<file path="src/rtl/repetition_pkg.sv">
// Shared defaults for the repetition detector.
package repetition_pkg;

  localparam int unsigned REP_FIELD_SIZE = 16;
  localparam int unsigned REP_WINDOW     = 8;

endpackage

</file>
<file path="src/rtl/rep_history.sv">
// Sliding history of recently accepted fields with parallel match against the incoming value.
module rep_history
  import repetition_pkg::*;
#(
  parameter int unsigned Width = REP_FIELD_SIZE,
  parameter int unsigned Depth = REP_WINDOW
) (
  input  logic             clk_i,
  input  logic             rst_ni,
  input  logic             push_i,
  input  logic             flush_i,
  input  logic [Width-1:0] data_i,
  output logic             hit_o
);

  logic [Depth-1:0][Width-1:0] data_q, data_d;
  logic [Depth-1:0]            occ_q, occ_d;

  // Match: any occupied entry equal to the incoming value; empty slots never match.
  always_comb begin
    hit_o = 1'b0;
    for (int i = 0; i < int'(Depth); i++) begin
      if (occ_q[i] && (data_q[i] == data_i)) begin
        hit_o = 1'b1;
      end
    end
  end

  // Next state: flush empties the history; a push in the same cycle still lands in slot 0.
  always_comb begin
    data_d = data_q;
    occ_d  = occ_q;
    if (flush_i) begin
      occ_d = '0;
    end
    if (push_i) begin
      for (int i = int'(Depth) - 1; i > 0; i--) begin
        data_d[i] = data_q[i-1];
        occ_d[i]  = flush_i ? 1'b0 : occ_q[i-1];
      end
      data_d[0] = data_i;
      occ_d[0]  = 1'b1;
    end
  end

  // History registers.
  always_ff @(posedge clk_i or negedge rst_ni) begin
    if (!rst_ni) begin
      data_q <= '0;
      occ_q  <= '0;
    end else begin
      data_q <= data_d;
      occ_q  <= occ_d;
    end
  end

endmodule

</file>
<file path="src/rtl/repetition_counter.sv">
// Counts accepted fields that repeat a value seen within the last WINDOW accepted fields.
module repetition_counter
  import repetition_pkg::*;
#(
  parameter int unsigned FIELD_SIZE = REP_FIELD_SIZE,
  parameter int unsigned WINDOW     = REP_WINDOW
) (
  input  logic                  sys_clk,
  input  logic                  reset_n,
  input  logic                  clear,
  input  logic                  valid,
  input  logic [FIELD_SIZE-1:0] field,
  output logic [FIELD_SIZE-1:0] rep_rate
);

  logic                  hit;
  logic [FIELD_SIZE-1:0] cnt_q, cnt_d;

  rep_history #(
    .Width (FIELD_SIZE),
    .Depth (WINDOW)
  ) u_history (
    .clk_i   (sys_clk),
    .rst_ni  (reset_n),
    .push_i  (valid),
    .flush_i (clear),
    .data_i  (field),
    .hit_o   (hit)
  );

  // Counter: clear wins and the sample it carries is never compared; saturate at all-ones.
  always_comb begin
    cnt_d = cnt_q;
    if (clear) begin
      cnt_d = '0;
    end else if (valid && hit && (cnt_q != '1)) begin
      cnt_d = cnt_q + 1'b1;
    end
  end

  // Count register.
  always_ff @(posedge sys_clk or negedge reset_n) begin
    if (!reset_n) begin
      cnt_q <= '0;
    end else begin
      cnt_q <= cnt_d;
    end
  end

  assign rep_rate = cnt_q;

endmodule

</file>
<file path="config.mk">
export PLATFORM = sky130hd
export DESIGN_NAME = repetition_counter
export DESIGN_NICKNAME = d
export VERILOG_FILES = /design/src/rtl/repetition_pkg.sv /design/src/rtl/rep_history.sv /design/src/rtl/repetition_counter.sv
export SDC_FILE = /design/constraint.sdc
export NUM_CORES = 1
export LEC_CHECK = 0
export ABC_CLOCK_PERIOD_IN_PS = 3300
export CAP_MARGIN = 20
export CORE_MARGIN = 3
export CORE_UTILIZATION = 25
export CTS_CLUSTER_DIAMETER = 80
export DETAILED_ROUTE_END_ITERATION = 6
export SYNTH_ARGS = -nofsm -noshare
export SYNTH_HDL_FRONTEND = slang
export SYNTH_SLANG_ARGS = --single-unit
export TNS_END_PERCENT = 10
</file>
<file path="constraint.sdc">
create_clock -name sys_clk -period 3.3 [get_ports sys_clk]
set_input_delay 0.33 -clock sys_clk [delete_from_list [all_inputs] [get_ports sys_clk]]
set_output_delay 0.33 -clock sys_clk [all_outputs]
set_load 0.02 [all_outputs]
</file>
Word-level counts from Yosys, hierarchy flattened. Cells that the tools add are included.

Register bits after elaboration: 152. Input bits: 20. Output and inout bits: 16.

$add $sub $neg: 1. Equality and inequality tests: 9. Mux-type cells: 19. Reductions and logical operators: 12.

Operator list (count): equality test 16 bit (8); two-way mux 16 bit (2); adder 16 x 1 -> 16 bit (second input constant) (1); two-way mux 8 bit (2); != test 16 bit (second input constant) (1); two-way mux 1 bit (15); logical AND 1 bit (10); nonzero test 2 bit (2).

Depth between registers and ports, before layout. Gate-level depths: netlist of run 1.

Word-level depth: 14. Gate-level depth with buffers: 9. Gate-level depth less buffers: 7.

By module. A second synthesis of run 1 with hierarchy kept.

Cells, all modules: 596. Area total of the unflattened synthesis: 7552.2 µm².

By module, submodules not included: rep_history (instances 1, cells each 493, area an instance 6631.4 µm², sequential area each 3403.3 µm²); repetition_counter (instances 1, cells each 103, area an instance 920.9 µm², sequential area each 400.4 µm²).

Worst setup path after synthesis of run 1. No wires, ideal clock.

Kind: input to register. Start point: input field[2]. End point: register cnt_q[8] (netlist: rep_rate[8]). Library setup time: 0.128 ns. Data arrival time: 2.334 ns. Data required time: 3.172 ns. Slack: 0.838 ns. Stages on the path: 8. Path buffers: 1. Path through: buf_4 > xor2_1 > or4_1 > or3_1 > o22ai_2 > nor4_2 > nor4b_1 > mux2_1.

Cells in the longest elaborated chain, start to end: 13. Elaborated cells between the ends (all ways): 27. Those cells by class: 8 x eq/ne; 8 x mux; 11 x reduce/logical.

RTL lines: start: declaration (RTL line repetition_counter.sv:12) `input logic [FIELD_SIZE-1:0] field,`; equality test 16 bit (RTL line rep_history.sv:23) `if (occ_q[i] && (data_q[i] == data_i)) begin`; logical AND 1 bit (RTL line rep_history.sv:23); two-way mux 1 bit (7 in a row) (RTL line rep_history.sv:23); two-way mux 1 bit * (RTL line rep_history.sv:23); logical AND 1 bit * (2 in a row) (RTL line repetition_counter.sv:36) `end else if (valid && hit && (cnt_q != '1)) begin`; nonzero test 2 bit (no line) *; end signal: assignment (RTL line repetition_counter.sv:46) `cnt_q <= cnt_d;`; end: declaration (RTL line repetition_counter.sv:17) `logic [FIELD_SIZE-1:0] cnt_q, cnt_d;`.

Every way passes the cells marked *; elsewhere a longest branch is shown, timed or not. A chain may end at the register's enable or synchronous reset.

Worst setup path in the final report of run 1.
Start point: input field[10]. End point: register cnt_q[8] (netlist: rep_rate[8]).

Same word-level chain as after synthesis.

==> impl_metrics.tcl, run 1 <==
set metrics [dict create \
    yosys_register_bits 152 \
    insertion_delay_ns 0.43 \
    clock-sinks 152 \
    worstPathRequired_ns 3.61 \
    post_synthesis_net_count 668 \
    r2r_start "u_history.data_q[86]$_DFFE_PN0P_" \
    status "finished, final reports clean" \
    area_taken_by_multi_input_logic_gates_um2 3806 \
    synth-edff-count 0 \
    clk_root_buffer_cell "clkbuf_16" \
    max-vdd-ir-drop_mv 0.3982 \
    fmax_mhz 361.0 \
    initial_core_util 0.2544 \
    grt_setup_unrepaired "no" \
    grt_pass1_wl_mm 30.04 \
    fp.coreArea_um2 30670 \
    dieArea_um2 33370 \
    critPathCaptureType "register" \
    cts_setup_buffers 0 \
    cell_area_after_technology_mapping_um2 7804 \
    report.final.setup_viol 0 \
    final_layout_size_suffix_gt1_frac 0.2784 \
    final_wtd_congestion 0.8609 \
    n_fill_cell 3076 \
    worst_clock_skew_ns 0.007668 \
    grt_pass1_vias 5135 \
    worst_setup_path_start_kind "primary input" \
    layout.nets 712 \
    h-tree-depth 4 \
    detailed_place_hpwl_mm 14.17 \
    dpl-instance-area_um2 8710 \
    drv.max_cap_violation_count 0 \
    synthFlopType "dfrtp_1" \
    final-instance-count-excl-fill 1100 \
    cts.path.max_buffers 2 \
    flow.area_growth_from_synthesis_pct 19.19 \
    dpl.cell_count 1066 \
    diodes 0 \
    drt_iter0_drc 309 \
    crit_fanout 6 \
    seq_area_um2 3804 \
    drt_drc_violations_left 0 \
    synth_cell_type_count 41 \
    synth_top_area_cell "dfrtp_1" \
    preCtsSetupSlack_ns 0.1427 \
    placementRows 64 \
    cts-buffers-inserted 17 \
    cp.arrival_ns 3.08 \
    remaining_max_slew_budget_at_the_tightest_pin 0.4672 \
    total_leakage_power_nw 3.705 \
    avgRoutedWirePerCell_um 17.25 \
    grt_usage 0.1169 \
    die_height_um 182.7 \
    crit_type "in2reg" \
    floorplan.io_pins 36 \
    chipWidth_um 182.7 \
    final_hold_fails 0 \
    timing_max_transition_violations_final 0 \
    avgSynthCellArea_um2 12.06 \
    grt_antenna_before_repair 0 \
    cp-startpoint "field[10]" \
    cts_tree "built" \
    worstHoldPathType "in2reg" \
    gr-total-overflow 0 \
    yosys_synthesis_warning_count 0 \
    min_delay_src "valid" \
    power_density_nw_per_um2 634.8 \
    wl_mm 18.97 \
    period_needed_ns 2.770 \
    totalNegativeSetupSlack_ns 0 \
    postLayoutCellArea_um2 9301 \
    synth-async-reset-ratio 1.000 \
    final_min_period_over_clock_period 0.8394 \
    timing_worst_slew_pin_value_ns 0.7993 \
    worst_slack_ns 0.5301 \
    route.detailed.vias_per_inst 4.745 \
    clk_transition_reported_paths_ns 0.06 \
    synth_sequential_area_ratio 0.4874 \
    synthesis.instances 647 \
    final_core_util 0.3033 \
    port_buffers 35 \
    dr_total_vias 5220 \
    synth_top_area_frac 0.4874 \
    first_pass_iters 5 \
    postRouteAntennaNets 0 \
    grt_start_max_net_pins 83 \
    ys_top_cells_by_area "dfrtp_1 (49%), mux2_2 (19%), xor2_1 (14%), nor4_1 (3.7%), or3_1 (1.0%)" \
]
==> registers in the layout, indices dropped and copies added (netlist names) <==
signal and count:
u_history.data_q 128, rep_rate 16, u_history.occ_q 8
==> critical path, stage by stage <==
cell	delay, ns
clkdlybuf4s50_1	0.60
xor2_1	0.26
or4_1	0.47
or3_1	0.32
o22ai_1	0.29
nor4_4	0.11
nor4b_1	0.33
mux2_1	0.36
==> Yosys cell counts (7+ instances only) <==
cell,number
nor3_1,14
dfrtp_1,152
clkbuf_1,21
a21oi_1,10
o21ai_0,8
nand4_1,12
nor4_1,46
nor2_1,13
or3_1,13
mux2_2,130
xor2_1,126
nand2_1,9
buf_2,12
mux2i_1,7
nand3_1,15
==> layout make-up <==
class,count,share of cell area
Timing Repair Buffer,63,0.06484
Multi-Input combinational cell,452,0.4092
Sequential cell,152,0.4089
Tap cell,396,0.05327
Clock buffer,20,0.04802
Inverter,5,0.002018
Clock inverter,12,0.01372
==> routing by layer <==
| metal | part of all wire | up-vias | global-route usage |
|---|---|---|---|
| met3 | 0.035 | 27 | 0.02511 |
| li1 | - | 2436 | - |
| met2 | 0.45 | 91 | 0.1759 |
| met5 | 0 | - | 0 |
| met1 | 0.49 | 2666 | 0.1667 |
| met4 | 0.022 | 0 | 0.03931 |
==> power breakdown <==
part | switching (mW) | internal (mW) | leakage (nW)
clock | 0.776 | 1.13 | 0.272
sequential | 0.375 | 2.29 | 1.84
combinational | 0.709 | 0.625 | 1.59
==> final timing paths <==
| kind | to | slack [ns] | depth (start not counted) |
|---|---|---|---|
| min in group asynchronous | rep_rate[11]$_DFFE_PN0P_ | 0.53 | 2 |
| max reg2reg | rep_rate[8]$_DFFE_PN0P_ | 0.66 | 7 |
| min | u_history.occ_q[0]$_DFFE_PN0P_ | 0.37 | 2 |
| min reg2reg | u_history.data_q[125]$_DFFE_PN0P_ | 0.52 | 1 |
| max in group asynchronous | u_history.data_q[96]$_DFFE_PN0P_ | 1.92 | 3 |
| max | rep_rate[8]$_DFFE_PN0P_ | 0.53 | 8 |
==> cell usage in the layout (no fill, tap or decap), types with 7 or more instances in the layout <==
cell type,n
nor4_1,46
mux2_2,130
o21ai_0,8
nand2_1,9
buf_4,24
clkdlybuf4s50_1,33
nor3_1,14
nand3_1,15
nand4_1,12
or3_1,13
a21oi_1,10
dfrtp_1,152
nor2_1,13
xor2_1,126
clkbuf_16,17
mux2i_1,7
==> metrics by stage <==
stage / total power, mW / hold WS (ns)
after floorplan: 3.525 / 0.03441
after global placement: 3.995 / 0.4419
after detailed placement: 4.025 / 0.4467
after CTS: 5.954 / 0.3516
after global routing: 6.219 / 0.3826
final: 5.904 / 0.3739
==> logic make-up after synthesis <==
family                     count (synthesis)  share of synthesized area
AOI/OAI and AO/OA                         37                    0.03239
xor gates and xnor gates                 128                     0.1437
adders and majority gates                  1                   0.001603
buffers and inverters                     43                    0.02597
DFF                                      152                     0.4874
muxes                                    138                     0.1980
and+or+nand+nor                          148                     0.1110
==> repair_timing <==
item                                   4_1_cts  5_1_grt
hold buffers                                 1        0
endpoints found under the hold margin       43        0
gates resized for setup                      0        0
Note: power is estimated with default switching activity, not from simulation.
==> inputs of run 2 (changes only) <==
Settings changed: ABC_CLOCK_PERIOD_IN_PS 3300 to 2380.
Clock period 3.3 ns to 2.38 ns, I/O delays scaled along.
==> impl_metrics.tcl, run 2 (synthesized netlist as in run 1, its figures left out) <==
set metrics [dict create \
    final_layout_size_suffix_gt1_frac 0.3617 \
    grt_pass1_wl_mm 30.82 \
    grt_setup_unrepaired "yes" \
    fmax_mhz 402.5 \
    layout_common_cells "dfrtp_1 (152), mux2_2 (130), xor2_1 (119)" \
    cts.path.max_buffers 2 \
    dr_total_vias 5377 \
    cts-buffers-inserted 17 \
    period_needed_ns 2.485 \
    postRouteAntennaNets 0 \
    max-vdd-ir-drop_mv 0.4972 \
    wl_mm 19.59 \
    worst_setup_path_start_kind "primary input" \
    grt_start_max_net_pins 137 \
    final_wtd_congestion 0.8945 \
    route.detailed.vias_per_inst 4.729 \
    gr-total-overflow 0 \
    total_leakage_power_nw 3.940 \
    h-tree-depth 4 \
    cts_tree "built" \
    placementRows 64 \
    crit_type "in2reg" \
    worst_slack_ns -0.1047 \
    layout.cells.most_common "dfrtp_1" \
    worstPathRequired_ns 2.69 \
    diodes 0 \
    first_pass_iters 5 \
    port_buffers 35 \
    report.final.setup_viol 12 \
    initial_core_util 0.2544 \
    power_density_nw_per_um2 857.0 \
    drt_drc_violations_left 0 \
    die_height_um 182.7 \
    avgRoutedWirePerCell_um 17.23 \
    status "finished, violations left" \
    final_hold_fails 0 \
    dieArea_um2 33370 \
    crit_fanout 6 \
    chipWidth_um 182.7 \
    worstHoldPathType "in2reg" \
    remaining_max_slew_budget_at_the_tightest_pin 0.4803 \
    final_min_period_over_clock_period 1.044 \
    drv.max_cap_violation_count 0 \
    flow.area_growth_from_synthesis_pct 26.49 \
    grt_pass1_vias 5329 \
    cp.arrival_ns 2.79 \
    final-instance-count-excl-fill 1137 \
    registers.top_by_ff_count "u_history.data_q" \
    grt_antenna_before_repair 0 \
    clk_root_buffer_cell "clkbuf_16" \
    detailed_place_hpwl_mm 14.11 \
    insertion_delay_ns 0.42 \
    clock-sinks 152 \
    preCtsSetupSlack_ns -0.6812 \
    dpl.cell_count 1099 \
    critPathCaptureType "register" \
    timing_max_transition_violations_final 0 \
    totalNegativeSetupSlack_ns -0.7101 \
    grt_usage 0.1186 \
    layout.nets 749 \
    violations_in_the_final_reports "setup timing" \
    worst_clock_skew_ns 0.008045 \
    floorplan.io_pins 36 \
    largest_register_ffs 128 \
    timing_worst_slew_pin_value_ns 0.7796 \
    fp.coreArea_um2 30670 \
    clk_transition_reported_paths_ns 0.07 \
    drt_iter0_drc 352 \
]
run 2: changes by cell type in the layout (fill, tap and decap cells not counted), moves of 3 or more:
cell and change:
xor2_1 -7, nor4_2 +7, nor4_1 -7, o311ai_0 -3, buf_4 +33, or3_1 -5, or3_4 +5, a21oi_2 +4
o22ai_4 +4, inv_6 +5, xor2_2 +7, a21oi_1 -4
run 2: critical path: stages:
cell	delay (ns)
clkdlybuf4s50_1	0.40
buf_4	0.18
xor2_1	0.18
or4_1	0.51
or3_4	0.35
o22ai_4	0.20
nor4_4	0.11
nor4b_2	0.28
mux2_1	0.34
run 2: power breakdown:
group,leakage [nW],total (mW),switching (mW),internal (mW)
Clock,0.280,2.64,1.15,1.49
Combinational,1.82,2.12,1.08,1.03
Sequential,1.84,3.70,0.525,3.17
Total,3.94,8.46,2.76,5.70
run 2: metal layers:
metal,part of all wire,track usage
met1,0.48,0.1709
met2,0.45,0.1826
met3,0.051,0.02511
met4,0.015,0.02742
met5,0,0
run 2: path summary, 6_finish.rpt:
kind | slack (ns) | depth (start not counted) | endpoint | from
worst max register to register | -0.10 | 7 | rep_rate[8]$_DFFE_PN0P_ | u_history.data_q[32]$_DFFE_PN0P_
worst max-delay path | -0.10 | 9 | rep_rate[8]$_DFFE_PN0P_ | field[1]
max in group asynchronous | 1.57 | 3 | u_history.data_q[126]$_DFFE_PN0P_ | reset_n
worst min register to register | 0.53 | 1 | u_history.data_q[123]$_DFFE_PN0P_ | u_history.data_q[123]$_DFFE_PN0P_
min in group asynchronous | 0.37 | 3 | rep_rate[11]$_DFFE_PN0P_ | reset_n
worst min-delay path | 0.28 | 2 | u_history.data_q[10]$_DFFE_PN0P_ | field[10]
run 2: what timing repair did:
item                                    4_1_cts  5_1_grt
endpoints found under the hold margin       152        0
hold buffers                                  1        0
buffers inserted                              4        0
pin swaps                                    11       19
cloned                                        1        0
gates resized for setup                      23       22
endpoints found under the setup margin       16       16
run 2: cell type report:
class	instances	area [um2]
clock inverters	14	136.4
clock buffers	18	439.2
repair buffers	99	904.6
multi-input cells	453	4073
well taps	396	495.5
fillers	3054	20800
flip-flops and latches	152	3804
inverters	5	18.77
run 2: stage by stage:
stage	total power, mW	hold slack [ns]	utilization	area (um2)
6_report	8.459	0.2830	0.3218	9871
5_1_grt	8.888	0.3078	0.3218	9871
3_3_place_gp	5.734	0.2738	0.2929	8982
2_1_floorplan	4.887	-0.05759	-	7804
4_1_cts	8.476	0.2935	0.3176	9742
3_5_place_dp	5.768	0.2737	0.2929	8982
